===== config.mk =====
export PLATFORM = sky130hd
export DESIGN_NAME = tff_count_sequencer
export DESIGN_NICKNAME = d
export VERILOG_FILES = /design/src/rtl/tff_count_sequencer.sv
export SDC_FILE = /design/constraint.sdc
export NUM_CORES = 1
export LEC_CHECK = 0
export ABC_CLOCK_PERIOD_IN_PS = 3500
export CAP_MARGIN = 10
export CORE_UTILIZATION = 35
export DETAILED_ROUTE_END_ITERATION = 8
export PLACE_DENSITY = 0.66
export RECOVER_POWER = 100
export SYNTH_ARGS = -nofsm -noshare
export SYNTH_HDL_FRONTEND = slang
export SYNTH_SLANG_ARGS = --single-unit

===== constraint.sdc =====
create_clock -name Clk -period 3.5 [get_ports Clk]
set_clock_uncertainty 0.15 [all_clocks]
set_input_delay 0.7 -clock Clk [delete_from_list [all_inputs] [get_ports Clk]]
set_output_delay 0.7 -clock Clk [all_outputs]
set_load 0.01 [all_outputs]

===== src/rtl/tff_count_sequencer.sv =====
// rtl/tff_count_sequencer.sv - sequencer driving a WIDTH-bit toggle-flop bank as a loadable up/down counter
// The bank only ever toggles (Q <= Q ^ T); this block chooses T and runs the IDLE/RUN/DONE FSM.
module tff_count_sequencer #(
  parameter int WIDTH = 4
) (
  input  logic             Clk,
  input  logic             rst,
  input  logic             start,
  input  logic             dir,
  input  logic             stop,
  input  logic             load,
  input  logic [WIDTH-1:0] load_val,
  input  logic [WIDTH-1:0] limit,
  output logic [WIDTH-1:0] Q,
  output logic [WIDTH-1:0] T_out,
  output logic             busy,
  output logic             done,
  output logic             wrap
);

  typedef enum logic [1:0] {
    IDLE = 2'd0,
    RUN  = 2'd1,
    DONE = 2'd2
  } state_t;

  state_t           state_q, state_d;
  logic             dir_q, dir_d;
  logic             wrap_q, wrap_d;
  logic [WIDTH-1:0] q_q, q_d;
  logic [WIDTH-1:0] up_t, dn_t, t_vec;
  logic             up_acc, dn_acc;
  logic             at_limit;

  // Ripple-carry toggle terms: bit i toggles when all lower bits are 1 (up) or 0 (down).
  always_comb begin
    up_t   = '0;
    dn_t   = '0;
    up_acc = 1'b1;
    dn_acc = 1'b1;
    for (int i = 0; i < WIDTH; i++) begin
      up_t[i] = up_acc;
      dn_t[i] = dn_acc;
      up_acc  = up_acc & q_q[i];
      dn_acc  = dn_acc & ~q_q[i];
    end
  end

  assign at_limit = (q_q == limit);

  always_comb begin
    state_d = state_q;
    dir_d   = dir_q;
    t_vec   = '0;
    wrap_d  = 1'b0;
    case (state_q)
      IDLE: begin
        if (load) begin
          t_vec = q_q ^ load_val;
        end else if (start) begin
          state_d = RUN;
          dir_d   = dir;
        end
      end
      RUN: begin
        if (stop) begin
          state_d = IDLE;
        end else if (at_limit) begin
          state_d = DONE;
        end else begin
          t_vec  = dir_q ? up_t : dn_t;
          wrap_d = dir_q ? (&q_q) : ~(|q_q);
        end
      end
      DONE: begin
        state_d = IDLE;
      end
      default: begin
        state_d = IDLE;
      end
    endcase
    if (rst) begin
      t_vec = '0;
    end
    q_d = q_q ^ t_vec;
  end

  always_ff @(posedge Clk or posedge rst) begin
    if (rst) begin
      state_q <= IDLE;
      dir_q   <= 1'b0;
      wrap_q  <= 1'b0;
      q_q     <= '0;
    end else begin
      state_q <= state_d;
      dir_q   <= dir_d;
      wrap_q  <= wrap_d;
      q_q     <= q_d;
    end
  end

  assign Q     = q_q;
  assign T_out = t_vec;
  assign busy  = (state_q == RUN);
  assign done  = (state_q == DONE);
  assign wrap  = wrap_q;

endmodule


# Yosys cells after proc, flatten, opt, wreduce, memory -nomap -nowiden
# Index checks and enable logic that the tools add are counted.
# totals
regBits,8
latch_bits,0
ram_bits,0
romBits,0
inputBits,14
out_inout_bits,11
wordCells,41
memories,0
# classes
add_sub_neg,0
mul,0
div,0
magnitude_cmp,0
eq_ne,6
shift,0
n_mux,15
bitwise_logic,11
n_reduce_logical,5
# op_table
op,count
$mux W4,5
$mux W2,4
$pmux W4 S2,1
$xor A4 B4 Y4,2
$reduce_and A3 Y1,2
$not A1 Y1,5
$and A1 B1 Y1,4
$eq A4 B4 Y1,1
$mux W1,4
$ne A2 B2 Y1 const B,2
$pmux W2 S2,1
$reduce_and A4 Y1,1
$reduce_or A4 Y1,1
$ne A3 B2 Y1 const B,1
$eq A2 B1 Y1 const B,1
$eq A2 B2 Y1 const B,1
$logic_not A2 Y1,1

# Logic depth before layout (Yosys ltp)
# Gate-level depths: netlist of the first run.
# depth
depth_word,9
mapped_depth,6
ltp_nobuf,4

# Least setup slack after synthesis of the first run
# Ideal clock, no wire load.
# synth_timing
kind,in2out
start,input port limit[1]
end,output port T_out[3]
arrival_time_ps,1686
required_ps,2650
path_slack_ps,964
cell_stages,4
path_buffers,0
cell_sequence,xor2_2 -> or4_4 -> a32oi_1 -> nor2_1
# synth_via
elab_chain_cells,5
# synth_rtl
item,line,source
"start, declared",13,"input logic [WIDTH-1:0] limit,"
$eq A4 B4 Y1,49,assign at_limit = (q_q == limit);
$mux W4,68,end else if (at_limit) begin
$mux W4,66,if (stop) begin
$pmux W4 S2,56,case (state_q)
$mux W4,82,if (rst) begin
"end, declared",15,"output logic [WIDTH-1:0] T_out,"
# No other way between the ends.

# Worst setup path after layout of the first run
# layout_timing
start,input port limit[1]
end,output port T_out[1]
# Same word-level chain as after synthesis.

==> out/results.ini, run 1 <==
[yosys]
synth.yosys.seq_area_share=0.2968
postSynthRegisterBits=8
synthesis.area_um2=674.4
yosys_warnings=0
yosys-top-cells-area=dfrtp_1, xor2_1, buf_6, o211ai_1, a21oi_1
synth_area_per_cell_um2=9.238
synth_top_area_share=0.2968
async_flop_share=1.000
synth.distinct_cells=39
yosys.cell_count.top_type=dfrtp_1
synth_edf_count=0
synthesis.nets=87
synthesis.instances=73
synth_flop_cell=dfrtp_1
yosys-top-cells-count=dfrtp_1, xor2_1, a21oi_1, nand2_1, nand3_1
netlist.top_cell.by_area=dfrtp_1

[cts]
post_cts_setup_repair_buffer_count=0
ctsRootBufferMaster=clkbuf_4
cts_resized=0
cts_buffer_depth=2
cts.htree.levels=1
clock_latency_ns=0.25
tritoncts.num_buffers=3
clock_slew_at_the_register_clock_pins_of_the_worst_setup_and_hold_paths_ns=0.06
post_cts_hold_buffer_count=0
cts.sink_count=8
tritoncts=done

[hold_path]
hold_path.class=reg -> reg

[placement]
io_buffers=24
place_area_um2=944.7
post-place-ws_ns=0.04748
post-dp-hpwl_mm=1.438
final_replace_weighted_congestion=0.7595

[critical_path]
worstPathArrival_ns=2.55
worst-path-buf-inv=2
crit_path_cell_trace=clkdlybuf4s50_1 > xor2_1 > or4_4 > nand3_1 > a21oi_1 > clkdlybuf4s50_1
rrSetupSlack_ns=1.50
worst_path_max_delay_cell=or4_4
endpoint_kind=output port
critPathRequiredTime_ns=2.65
startpoint_type=input port
cp_common_cell=clkdlybuf4s50_1
critical_path_s_top_delay_family=buffers and inverters
worst-setup-path-type=in -> out
critical_path.max_stage_delay_ns=0.57
worst-path-max-fanout=3

[timing]
clock.fmax_ghz=0.2939
maxSlewHeadroom=0.6008
setup-tns-final_ns=0
grt_setup_unrepaired=false
fin_crit_sh=0.9720
setup_violations=0
min_period_ns=3.402
final_max_slew_viol_count=0
worst-slew-pin-transition_ns=0.5933
worst_hold_slack_ns=0.5097
post-route-worst-setup-slack_ns=0.09791
final_hold_viol_count=0

[drt]
route.antenna.remaining_nets=0
drt-wirelength-per-cell_um=14.66
firstDrtPassIters=4
routed-via-count=682
routed_wirelength_mm=1.833
route.detailed.vias_per_inst=5.456
drt_drc_violations_left=0
drt-initial-drc-count=17

[die]
die_w_um=45.90
top_level_ports=25
dieArea_um2=2106
fp.dieH_um=45.90
core_um2=1764
floorplan.initialDensity=0.3823
num_rows=15

[run]
max_cap_violations=0

[grt]
grt_first_pass_wirelength_mm=3.042
grt_antenna_before_repair=0
gr-usage-all-layers=0.2108
grt_pass1_vias=622
grt_max_degree=11
globalRouteOverflowTotal=0

[cells_and_area]
filler_instances=199
syn2layout_area_growth_pct=42.11
fraction_of_final_layout_cells_sized_beyond_drive_strength_1=0.1300
n_antenna_cell=0
finish.utilization=0.5433
num-nets-final=116
final_cell_area_um2=958.4

[power_and_ir_drop]
worst_ir_drop_vdd_v=0.0003174
power_per_cell_area_nw_per_um2=516.8
power.static_leakage_nw=0.4234

[outcome]
outcome=finished, final reports clean

-- registers in the layout, summed over array words and instances, names as in the netlist --
signal / count
Q: 4
state_q: 2
dir_q: 1
wrap: 1
-- power breakdown --
group	internal, mW	switching [mW]	total, mW	leakage (nW)
clock network	0.0392	0.0307	0.0699	0.0138
registers	0.117	0.0571	0.174	0.102
logic	0.133	0.118	0.251	0.308
-- cell families after synthesis --
logic type | share of synthesized area
AO/OA/AOI/OAI | 0.1985
XOR/XNOR | 0.1280
buffers and inverters | 0.06306
flip-flops | 0.2968
multiplexers | 0.03154
AND/OR/NAND/NOR | 0.2820
-- cell usage in the layout (no fill, tap or decap), types with 4 or more instances in the layout --
cell type        synthesis  final
dfrtp_1                  8      8
clkdlybuf4s50_1          0     14
dlygate4sd3_1            0      9
xor2_1                   7      8
a21oi_1                  4      4
nand2_1                  4      4
nand3_1                  4      4
-- final timing paths --
path                            startpoint         end  cells after the start
max in group asynchronous              rst  state_q[0]                      2
worst max register to register        Q[1]        Q[3]                      5
worst min register to register        Q[3]        Q[3]                      2
worst min-delay path                  Q[3]        Q[3]                      2
min in group asynchronous              rst  state_q[1]                      2
worst max-delay path              limit[1]    T_out[1]                      6
-- per-layer routing --
metal  GRT usage  vias up  wire, um
met5           0        -         0
met4     0.02941        0         8
met3     0.08730        2       136
met2      0.3408       22       889
met1      0.2670      325       799
li1            -      333         -
-- tightest hold or removal path, cell delays in order (launching register included) --
cell and delay (ns):
dfrtp_1 0.45, o21ai_0 0.11, o21ai_1 0.06
-- per-stage QoR --
step	std cells	total power [mW]
3_3_place_gp	122	0.4363
2_1_floorplan	73	0.3400
4_1_cts	125	0.5162
3_5_place_dp	122	0.4436
6_report	125	0.4953
5_1_grt	125	0.5379
-- cell type report --
type                            instances  area (um2)  area share
Clock buffer                            3       22.52     0.02350
Tap cell                               25       31.28     0.03264
Multi-Input combinational cell         58       424.2      0.4426
Timing Repair Buffer                   28       269.0      0.2807
Inverter                                3       11.26     0.01175
Sequential cell                         8       200.2      0.2089
Power figures use the tool's default switching activity.
==> inputs of run 2 (changes only) <==
Settings changed: SKIP_CTS_REPAIR_TIMING set to 1.
==> results of run 2 <==
No change in the layout: final DEF, timing and power equal those of run 1.
==> inputs of run 3 (changes only) <==
Settings changed: CORE_UTILIZATION 35 to 46, PLACE_DENSITY 0.66 to 0.83.
==> out/results.ini, run 3 (same netlist as run 1, synthesis figures left out) <==
[outcome]
outcome=finished, final reports clean  ; unchanged

[drt]
routed_wirelength_mm=1.692  ; was 1.833 mm
firstDrtPassIters=4  ; unchanged
drt-initial-drc-count=17  ; unchanged
route.detailed.vias_per_inst=5.776  ; was 5.456
route.antenna.remaining_nets=0  ; unchanged
drt-wirelength-per-cell_um=14.59  ; was 14.66 um
drt_drc_violations_left=0  ; unchanged
routed-via-count=670  ; was 682

[critical_path]
rrSetupSlack_ns=1.51  ; was 1.50 ns
worst-setup-path-type=in -> out  ; unchanged
worst-r2r-cell-count=5  ; unchanged
endpoint_kind=output port  ; unchanged
cp_common_cell=clkdlybuf4s50_1  ; unchanged
crit_path_cell_trace=clkdlybuf4s50_1 > xor2_1 > or4_4 > nand3_1 > a21oi_1 > clkdlybuf4s50_1  ; unchanged
worstPathArrival_ns=2.54  ; was 2.55 ns
startpoint_type=input port  ; unchanged
critical_path.max_stage_delay_ns=0.57  ; about the same
critPathRequiredTime_ns=2.65  ; about the same
worst_path_max_delay_cell=or4_4  ; unchanged
worst-path-max-fanout=3  ; unchanged
r2r_start=Q[1]  ; unchanged
regToRegEndpoint=Q[3]  ; unchanged

[placement]
io_buffers=24  ; unchanged
dp.cells=112  ; was 122
final_replace_weighted_congestion=0.8587  ; was 0.7595
post-dp-hpwl_mm=1.294  ; was 1.438 mm
post-place-ws_ns=0.02725  ; was 0.04748 ns

[timing]
fin_crit_sh=0.9689  ; was 0.9720
final_hold_viol_count=0  ; unchanged
min_period_ns=3.391  ; was 3.402 ns
maxSlewHeadroom=0.5996  ; was 0.6008
post-route-worst-setup-slack_ns=0.1087  ; was 0.09791 ns
worst_hold_slack_ns=0.4970  ; was 0.5097 ns
setup_violations=0  ; unchanged
clock.fmax_ghz=0.2949  ; was 0.2939 GHz
setup-tns-final_ns=0  ; unchanged
grt_setup_unrepaired=false  ; unchanged
worst-slew-pin-transition_ns=0.5951  ; was 0.5933 ns
final_max_slew_viol_count=0  ; unchanged

[cells_and_area]
layout.cells.non_filler=116  ; was 125
fraction_of_final_layout_cells_sized_beyond_drive_strength_1=0.1386  ; was 0.1300
largest_register_ff_count=4  ; unchanged
n_antenna_cell=0  ; unchanged
final_cell_mix=clkdlybuf4s50_1, dlygate4sd3_1, dfrtp_1, xor2_1  ; unchanged
most_common_cell_after_layout_fill_and_taps_aside=clkdlybuf4s50_1  ; unchanged
register_name_with_the_most_flops=Q  ; unchanged
syn2layout_area_growth_pct=41.37  ; was 42.11%
finish.utilization=0.7148  ; was 0.5433
num-nets-final=117  ; was 116
largestRegisters=Q x4, state_q x2  ; unchanged

[cts]
clock_slew_at_the_register_clock_pins_of_the_worst_setup_and_hold_paths_ns=0.05  ; was 0.06 ns
tritoncts.num_buffers=3  ; unchanged
clock_latency_ns=0.26  ; was 0.25 ns
cts.sink_count=8  ; unchanged
cts.htree.levels=1  ; unchanged
ctsRootBufferMaster=clkbuf_4  ; unchanged
tritoncts=done  ; unchanged
cts_buffer_depth=2  ; unchanged

[grt]
globalRouteOverflowTotal=0  ; unchanged
grt_first_pass_wirelength_mm=2.559  ; was 3.042 mm
gr-usage-all-layers=0.2514  ; was 0.2108
grt_pass1_vias=549  ; was 622
grt_antenna_before_repair=0  ; unchanged
grt_max_degree=11  ; unchanged

[die]
fp.dieH_um=40.29  ; was 45.90 um
dieArea_um2=1623  ; was 2106 um2
num_rows=13  ; was 15
core_um2=1334  ; was 1764 um2
floorplan.initialDensity=0.5056  ; was 0.3823
die_w_um=40.29  ; was 45.90 um
top_level_ports=25  ; unchanged

[hold_path]
worstHoldPathCells=1  ; was 2
min_delay_worst_endpoint=dir_q  ; was Q[3]
min_from=dir_q  ; was Q[3]
hold_path.class=reg -> reg  ; unchanged

[power_and_ir_drop]
power_per_cell_area_nw_per_um2=522.7  ; was 516.8 nW/um2
power.static_leakage_nw=0.4266  ; was 0.4234 nW
worst_ir_drop_vdd_v=0.0003626  ; was 0.0003174 V

[run]
max_cap_violations=0  ; unchanged

[run 3: changes by cell type in the layout (fill, tap and decap cells not counted), sizes merged]
cell           delta
buf               +1
clkdlybuf4s25     +1
clkdlybuf4s50     -1
dlymetal6s2s      -1
dlymetal6s4s      +1
[run 3: cell type report]
class | count | area, um2
Timing Repair Buffer | 29 | 276.5
Tap cell | 15 | 18.77
Multi-Input combinational cell | 58 | 424.2
Clock buffer | 3 | 22.52
Fill cell | 116 | 380.4
Sequential cell | 8 | 200.2
Inverter | 3 | 11.26
[run 3: per-stage QoR]
| step | instance area [um2] | total power, mW |
|---|---|---|
| final | 953.4 | 0.4984 |
| after global routing | 953.4 | 0.5391 |
| after CTS | 954.7 | 0.5149 |
| after detailed placement | 932.1 | 0.4410 |
| after global placement | 932.1 | 0.4305 |
| after floorplan | 674.4 | 0.3400 |
[run 3: worst max-delay path by stage]
stage / from / end / slack [ns] / depth (start not counted)
after floorplan: limit[1] / T_out[3] / 0.96 / 4
after global placement: limit[1] / T_out[3] / 0.07 / 6
after detailed placement: limit[1] / T_out[3] / 0.03 / 6
after CTS: limit[1] / T_out[2] / 0.02 / 7
after global routing: limit[2] / T_out[0] / 0.03 / 6
final: limit[1] / T_out[1] / 0.11 / 6
[run 3: layer usage]
layer / vias up / track usage / part of all wire
met2: 22 / 0.3710 / 0.47
met3: 4 / 0.08333 / 0.054
li1: 333 / - / -
met1: 311 / 0.3368 / 0.46
met4: 0 / 0.1000 / 0.017
met5: - / 0 / 0
[run 3: where the power goes]
group	switching (mW)	internal, mW	leakage [nW]	total [mW]
registers	0.0551	0.117	0.102	0.172
clock network	0.0332	0.0394	0.0138	0.0726
logic	0.119	0.135	0.311	0.254
total	0.207	0.291	0.427	0.498
[run 3: critical path, delay by kind of cell]
kind	cells	cell delay, ns
xor gates and xnor gates	1	0.18
AOI/OAI and AO/OA	1	0.07
and+or+nand+nor	2	0.69
buffers and inverters	2	0.89
